==> config.mk <==
export PLATFORM = sky130hd
export DESIGN_NAME = mc_ctrl_fsm
export DESIGN_NICKNAME = d
export VERILOG_FILES = /design/src/rtl/mc_ctrl_pkg.sv /design/src/rtl/mc_ins_class.sv /design/src/rtl/mc_ctrl_fsm.sv
export SDC_FILE = /design/constraint.sdc
export NUM_CORES = 1
export LEC_CHECK = 0
export CELL_PAD_IN_SITES_DETAIL_PLACEMENT = 0
export CELL_PAD_IN_SITES_GLOBAL_PLACEMENT = 1
export CORE_UTILIZATION = 31
export CTS_BUF_LIST = sky130_fd_sc_hd__clkbuf_8 sky130_fd_sc_hd__clkbuf_16
export DETAILED_ROUTE_END_ITERATION = 7
export PLACE_DENSITY = 0.77
export SYNTH_ARGS = -nofsm -noshare
export SYNTH_HDL_FRONTEND = slang
export SYNTH_SLANG_ARGS = --single-unit
==> constraint.sdc <==
create_clock -name clk -period 3.3 [get_ports clk]
set_input_delay 0.99 -clock clk [delete_from_list [all_inputs] [get_ports clk]]
set_output_delay 0.99 -clock clk [all_outputs]
set_load 0.01 [all_outputs]
==> src/rtl/mc_ctrl_pkg.sv <==
// Shared types and encodings for the multi-cycle control sequencer.
package mc_ctrl_pkg;

  typedef enum logic [2:0] {
    ST_BOOT   = 3'd0,
    ST_FETCH  = 3'd1,
    ST_DECODE = 3'd2,
    ST_EXEC   = 3'd3,
    ST_MEM    = 3'd4,
    ST_WB     = 3'd5,
    ST_HALT   = 3'd6
  } state_t;

  localparam logic [5:0] OP_R    = 6'h00;
  localparam logic [5:0] OP_J    = 6'h02;
  localparam logic [5:0] OP_BEQ  = 6'h04;
  localparam logic [5:0] OP_ADDI = 6'h08;
  localparam logic [5:0] OP_LW   = 6'h23;
  localparam logic [5:0] OP_SW   = 6'h2B;

  localparam logic [5:0] FN_ADD  = 6'h20;
  localparam logic [5:0] FN_OR   = 6'h25;

  localparam logic [2:0] ALU_ADD = 3'b010;
  localparam logic [2:0] ALU_OR  = 3'b001;
  localparam logic [2:0] ALU_SUB = 3'b110;

  typedef enum logic [2:0] {
    IC_R_ADD,
    IC_R_OR,
    IC_ADDI,
    IC_LW,
    IC_SW,
    IC_BEQ,
    IC_J,
    IC_BAD
  } ins_class_t;

endpackage

==> src/rtl/mc_ins_class.sv <==
// Combinational opcode/funct classifier; anything unrecognised maps to IC_BAD.
module mc_ins_class
  import mc_ctrl_pkg::*;
(
  input  logic [5:0]  op,
  input  logic [5:0]  funct,
  output ins_class_t  cls
);

  always_comb begin
    cls = IC_BAD;
    case (op)
      OP_R: begin
        if (funct == FN_ADD)     cls = IC_R_ADD;
        else if (funct == FN_OR) cls = IC_R_OR;
      end
      OP_J:    cls = IC_J;
      OP_BEQ:  cls = IC_BEQ;
      OP_ADDI: cls = IC_ADDI;
      OP_LW:   cls = IC_LW;
      OP_SW:   cls = IC_SW;
      default: cls = IC_BAD;
    endcase
  end

endmodule

==> src/rtl/mc_ctrl_fsm.sv <==
// Multi-cycle FETCH/DECODE/EXEC/MEM/WB sequencer producing Moore datapath
// controls from the registered state and the latched instruction.
module mc_ctrl_fsm
  import mc_ctrl_pkg::*;
#(
  parameter logic [31:0] ENTRY_POINT = 32'd128,
  parameter int unsigned MAX_INS     = 0
) (
  input  logic        clk,
  input  logic        rst_n,
  input  logic [31:0] ins,
  input  logic        zero,
  input  logic        stall,
  output logic        int_o,
  output logic [31:0] entry_point,
  output logic        ir_write,
  output logic        pc_write,
  output logic        reg_dst,
  output logic        reg_write,
  output logic        alu_src,
  output logic        mem2reg,
  output logic        mem_read,
  output logic        mem_write,
  output logic        branch,
  output logic        jump,
  output logic [2:0]  alu_op,
  output logic [2:0]  state,
  output logic [31:0] retired,
  output logic        illegal,
  output logic        done
);

  localparam logic [31:0] MAX_LIM = 32'(MAX_INS);

  state_t      state_q;
  state_t      state_d;
  logic [31:0] ir;
  ins_class_t  cls;
  logic        retire;
  logic        set_illegal;
  logic        limit_hit;

  // zero is consumed by yPC; only opcode and funct of the IR matter here.
  logic unused;
  assign unused = ^{zero, ir[25:6]};

  mc_ins_class u_class (
    .op    (ir[31:26]),
    .funct (ir[5:0]),
    .cls   (cls)
  );

  assign limit_hit   = (MAX_LIM != 32'd0) && ((retired + 32'd1) == MAX_LIM);
  assign entry_point = ENTRY_POINT;
  assign state       = state_q;
  assign done        = (state_q == ST_HALT);

  always_ff @(posedge clk or negedge rst_n) begin
    if (!rst_n) begin
      state_q <= ST_BOOT;
      retired <= 32'd0;
      illegal <= 1'b0;
    end else begin
      state_q <= state_d;
      if (retire)      retired <= retired + 32'd1;
      if (set_illegal) illegal <= 1'b1;
    end
  end

  // The IR is pure data: it is only ever read after a FETCH has loaded it.
  always_ff @(posedge clk) begin
    if (ir_write) ir <= ins;
  end

  always_comb begin
    state_d     = state_q;
    int_o       = 1'b0;
    ir_write    = 1'b0;
    pc_write    = 1'b0;
    reg_dst     = 1'b0;
    reg_write   = 1'b0;
    alu_src     = 1'b0;
    mem2reg     = 1'b0;
    mem_read    = 1'b0;
    mem_write   = 1'b0;
    branch      = 1'b0;
    jump        = 1'b0;
    alu_op      = ALU_ADD;
    retire      = 1'b0;
    set_illegal = 1'b0;

    case (state_q)
      ST_BOOT: begin
        // Suppress the PC strobe while reset is still held.
        int_o    = 1'b1;
        pc_write = rst_n;
        state_d  = ST_FETCH;
      end
      ST_FETCH: begin
        if (!stall) begin
          ir_write = 1'b1;
          state_d  = ST_DECODE;
        end
      end
      ST_DECODE: begin
        case (cls)
          IC_J: begin
            jump     = 1'b1;
            pc_write = 1'b1;
            retire   = 1'b1;
          end
          IC_BAD: begin
            set_illegal = 1'b1;
            state_d     = ST_HALT;
          end
          default: state_d = ST_EXEC;
        endcase
      end
      ST_EXEC: begin
        case (cls)
          IC_R_ADD: state_d = ST_WB;
          IC_R_OR: begin
            alu_op  = ALU_OR;
            state_d = ST_WB;
          end
          IC_ADDI: begin
            alu_src = 1'b1;
            state_d = ST_WB;
          end
          IC_LW, IC_SW: begin
            alu_src = 1'b1;
            state_d = ST_MEM;
          end
          IC_BEQ: begin
            alu_op   = ALU_SUB;
            branch   = 1'b1;
            pc_write = 1'b1;
            retire   = 1'b1;
          end
          default: state_d = ST_HALT;
        endcase
      end
      ST_MEM: begin
        alu_src = 1'b1;
        if (cls == IC_LW) begin
          mem_read = 1'b1;
          state_d  = ST_WB;
        end else begin
          mem_write = 1'b1;
          pc_write  = 1'b1;
          retire    = 1'b1;
        end
      end
      ST_WB: begin
        reg_write = 1'b1;
        pc_write  = 1'b1;
        retire    = 1'b1;
        case (cls)
          IC_R_ADD: reg_dst = 1'b1;
          IC_R_OR: begin
            reg_dst = 1'b1;
            alu_op  = ALU_OR;
          end
          IC_ADDI: alu_src = 1'b1;
          IC_LW: begin
            mem2reg  = 1'b1;
            mem_read = 1'b1;
            alu_src  = 1'b1;
          end
          default: ;
        endcase
      end
      ST_HALT: state_d = ST_HALT;
      default: state_d = ST_HALT;
    endcase

    if (retire) state_d = limit_hit ? ST_HALT : ST_FETCH;
  end

endmodule

**After elaboration in Yosys (flattened, before gate mapping)**

Cells that the tools add are included.

- Add/subtract/negate cells: 1
- Multiply operators: 0
- Div/mod/pow operators: 0
- Order comparisons: 0
- Equal/unequal tests: 25
- Shift operators: 0
- Mux-type cells: 34
- Bitwise operators: 0
- Reduce and logical (&&, ||, !) cells: 10

Operators with widths:

| cell | count |
|---|---|
| $pmux W3 S6 | 2 |
| $add A32 B1 Y32 const B | 1 |
| $eq A6 B6 Y1 const B | 4 |
| $eq A3 B3 Y1 const B | 7 |
| $mux W1 | 19 |
| $pmux W3 S2 | 3 |
| $mux W3 | 5 |
| $eq A3 B2 Y1 const B | 4 |
| $ne A3 B3 Y1 const B | 4 |
| $pmux W3 S3 | 1 |
| $reduce_or A2 Y1 | 4 |
| $eq A3 B1 Y1 const B | 2 |
| $eq A6 B2 Y1 const B | 1 |
| $eq A6 B3 Y1 const B | 1 |
| $eq A6 B4 Y1 const B | 1 |
| $logic_not A3 Y1 | 2 |
| $logic_not A6 Y1 | 1 |
| $reduce_or A3 Y1 | 2 |
| $pmux W1 S5 | 1 |
| $reduce_and A5 Y1 | 1 |
| $pmux W1 S4 | 1 |
| $pmux W1 S3 | 1 |
| $mux W2 | 1 |
| $ne A2 B2 Y1 const B | 1 |

- Bits in registers: 68
- Latch bits: 0
- Memory bits (writable): 0
- ROM bits: 0
- Output and inout bits: 83
- Word-level logic and storage cells: 74
- Memories: 0

**Depth between registers and ports, before layout**

- Depth in word-level cells: 9
- Depth in mapped cells: 10
- Mapped depth without buffers: 7

**Modules after synthesis**

A second synthesis with hierarchy kept.

- Cell total of the unflattened synthesis: 271
- Area total of the unflattened synthesis: 2752.6 um^2

By module, submodules not included:

| module | instances | cells an instance | area each (um^2) | seq. area each (um^2) |
|---|---|---|---|---|
| mc_ctrl_fsm | 1 | 249 | 2590.0 | 1261.2 |
| mc_ins_class | 1 | 22 | 162.7 | 0.0 |

**Least setup slack after synthesis**

Ideal clock, no wire load.

- Path type: input -> output
- Start point: input stall
- End point: output ir_write
- Data arrival time: 2463 ps
- Data required time: 2310 ps
- Path slack: -153 ps
- Stages on the path: 1
- Buffers on the path: 0
- Path through: nor4_1

- Word-level cells in the longest chain between the ends: 2

Ends and longest elaborated chain:

| item | RTL line | RTL |
|---|---|---|
| start: declaration | mc_ctrl_fsm.sv:13 | `input logic stall,` |
| $mux W1 | mc_ctrl_fsm.sv:100 | `if (!stall) begin` |
| $mux W1 | mc_ctrl_fsm.sv:92 | `case (state_q)` |
| end: declaration | mc_ctrl_fsm.sv:16 | `output logic ir_write,` |

No other way between the ends.

**Worst setup path in the final report**

- Start point: register ir[1]
- End point: output alu_src

- Word-level cells in the longest chain between the ends: 8
- Elaborated cells on any way between the ends: 13
- Those cells by class: 5 x eq/ne; 6 x mux; 2 x reduce/logical

Ends and longest elaborated chain:

| item | RTL line | RTL |
|---|---|---|
| start: declaration | mc_ctrl_fsm.sv:37 | `logic [31:0] ir;` |
| start signal: assignment | mc_ctrl_fsm.sv:72 | `if (ir_write) ir <= ins;` |
| $eq A6 B6 Y1 | mc_ins_class.sv:15 | `else if (funct == FN_OR) cls = IC_R_OR;` |
| $mux W3 | mc_ins_class.sv:15 |  |
| $mux W3 * | mc_ins_class.sv:14 | `if (funct == FN_ADD) cls = IC_R_ADD;` |
| $pmux W3 S6 * | mc_ins_class.sv:12 | `case (op)` |
| $eq A3 B2 Y1 / $eq A3 B3 Y1 (equally long branches) | mc_ctrl_fsm.sv:120, mc_ctrl_fsm.sv:158 |  |
| $reduce_or A3 Y1 (no line) / $reduce_or A2 Y1 (equally long branches) | n/a |  |
| $mux W1 (on tied branches) | mc_ctrl_fsm.sv:120, mc_ctrl_fsm.sv:158 |  |
| $pmux W1 S3 * | mc_ctrl_fsm.sv:92 |  |
| end: declaration | mc_ctrl_fsm.sv:20 | `output logic alu_src,` |

Mark *: on every way between the ends. The rest lies on a longest branch, timed or not.

==> results.json <==
{
  "start_kind": "register",
  "whs_ps": 472.9,
  "postCtsHoldBufs": 0,
  "cts-root-buf": "clkbuf_8",
  "clockBufferDepth": 2,
  "postSynthCellCount": 275,
  "async_reset_ff_share_pct": 75.00,
  "cts_tree": "done",
  "wl_um": 6219,
  "arrival_ps": 2500,
  "dp_hpwl_um": 4495,
  "combPwrFrac_pct": 40.4,
  "setup_ws_ps": -193.3,
  "dieArea_um2": 9327,
  "swShare_pct": 35.85,
  "layout_min_cycle_time_ps": 3493,
  "finClkSkew_ps": 8.938,
  "rows": 34,
  "fmax_ghz": 0.2863,
  "clk_pin_slew_ps": 90,
  "vias": 2172,
  "die_h_um": 96.58,
  "synth_cell_type_count": 48,
  "final_antenna_net_count": 0,
  "grt_pass1_vias": 2053,
  "maxSlewViolCount": 0,
  "place_congestion": 0.8074,
  "worstRegToRegCells": 11,
  "seqPwrFrac_pct": 38.0,
  "grt_usage_pct": 13.80,
  "detail_route.wl_per_cell_um": 13.09,
  "power.density_nw_per_um2": 547.7,
  "peakVddDrop_mv": 0.2577,
  "finalSetupViolCount": 4,
  "die_x_um": 96.58,
  "portBuffers": 65,
  "fin_crit_sh_pct": 105.9,
  "layout-drive-gt1-share_pct": 20.16,
  "grt-ovfl-total": 0,
  "core_area_um2": 8678,
  "vias_per_cell": 4.573,
  "nNetsFinal": 404,
  "area.growth.synth_to_final_pct": 37.14,
  "post-route-drc-count": 0,
  "internal_power_mw": 1.336,
  "drt_iter0_drc": 72,
  "cp.depth": 7,
  "synthesis.area_um2": 2773,
  "hold_path_class": "reg2reg",
  "critPathRequiredTime_ps": 2310,
  "drv_cap": 0,
  "cp_cell_sequence": "nor4b_4 -> a31oi_4 -> o31a_2 -> or3_4 -> o311a_1 -> nor2_1 -> buf_2",
  "numCtsBuffers": 5,
  "io_pins": 119,
  "layout_common_cells": "clkdlybuf4s50_1, dfrtp_1, conb_1",
  "critPathBufInv": 1,
  "htreeDepth": 2,
  "rsz0062_at_grt": "true",
  "status": "finished with violations",
  "ys.warnings.count": 0,
  "power_mw": 2.082,
  "hold_viol": 0,
  "synth-main-ff-cell": "dfrtp_1",
  "critPathMaxFanout": 3,
  "r2r_slack_ps": 410,
  "crit_path_max_incr_delay_ps": 430,
  "synth-edff-count": 12,
  "power_leakage_nw": 1.713,
  "p_clk_share_pct": 21.6,
  "power.net_switching_uw": 746.5,
  "syn_avg_cell_area_um2": 10.08,
  "fin_util_pct": 43.81,
  "final_common_cell": "clkdlybuf4s50_1",
  "crit_type": "reg2out",
  "grt_max_degree": 37,
  "worstSkewPairLatency_ps": 300,
  "grt_pass1_wl_um": 9998,
  "synth-seq-cells": 48,
  "cp-end-kind": "primary output",
  "antenna_cells": 0,
  "dr.pass1.iters": 4,
  "slowest_stage": "edfxtp_1",
  "antenna_found_initial": 0,
  "cp_top_family": "simple AND/OR/NAND/NOR gates",
  "synth_seq_area_share_pct": 45.49,
  "holdPathStages": 1,
  "start_util_pct": 31.95,
  "cts_sinks": 48,
  "violations": "negative setup slack"
}
## metal layers
layer | global-route usage, % | wire (um) | vias to the layer above
met3 | 2.269 | 241 | 2
met5 | 0 | 0 | -
li1 | - | - | 1073
met1 | 19.39 | 2951 | 1033
met4 | 3.676 | 19 | 0
met2 | 21.95 | 3006 | 64
## synth_stat cells (9+ instances only)
master / count / area share [%]
dfrtp_1: 36 / 32
buf_4: 33 / 8.9
nand2_1: 24 / 3.2
xor2_1: 23 / 7.3
nor2_1: 19 / 2.6
edfxtp_1: 12 / 13
and3_1: 10 / 2.3
inv_1: 9 / 1.2
nand3_1: 9 / 1.6
nor3_1: 9 / 1.6
xnor2_1: 9 / 2.8
## power groups by stage
stage	Sequential (mW)	Combinational [mW]	Clock [mW]
floorplan	0.799	0.498	0
global placement	0.796	0.821	0
detailed placement	0.801	0.833	0
CTS	0.791	0.849	0.470
global route	0.806	0.933	0.489
finish	0.790	0.842	0.450
## kinds of logic (layout without fill, tap and decap cells)
group | after synthesis | after routing | share of synthesized area [%]
AO/OA/AOI/OAI | 26 | 26 | 6.408
XOR/XNOR | 32 | 32 | 10.11
adder cells (fa/ha/maj) | 3 | 3 | 1.263
buffers and inverters | 51 | 113 | 11.91
flip-flops | 48 | 48 | 45.49
multiplexers | 2 | 2 | 0.7671
other | 2 | 32 | 0.2709
AND/OR/NAND/NOR | 111 | 111 | 23.78
## path summary, 6_finish.rpt
check,from,to
max,ir[1],alu_src
min,retired[31],retired[31]
max reg2reg,ir[29],retired[31]
min reg2reg,retired[31],retired[31]
max in group asynchronous,rst_n,retired[29]
min in group asynchronous,rst_n,state[2]
## per-stage QoR
step                TNS (ps)  std cells  area (um2)  worst slack (ps)
floorplan                  0        305        2892             143.8
global placement       -1071        461        3570            -323.1
detailed placement     -1250        461        3570            -337.7
CTS                    -1090        472        3755            -275.2
global route           -1248        475        3802            -308.0
finish                -506.9        475        3802            -193.3
## cell type report
class / instances / area, um2
Timing Repair Buffer: 96 / 862.1
Clock buffer: 6 / 82.58
Multi-Input combinational cell: 206 / 1389
Clock inverter: 2 / 38.79
Inverter: 9 / 33.78
Sequential cell: 48 / 1261
Fill cell: 876 / 4876
Tap cell: 108 / 135.1
## sequential cells by signal, summed over array words and instances (netlist names)
signal,count
illegal,1
ir,12
retired,32
state,3
## repair_timing
item,4_1_cts,5_1_grt
endpoints found under the setup margin,8,10
buffers inserted,3,3
resized for setup,26,25
pin swaps,4,6
Note: power is estimated with default switching activity, not from simulation.
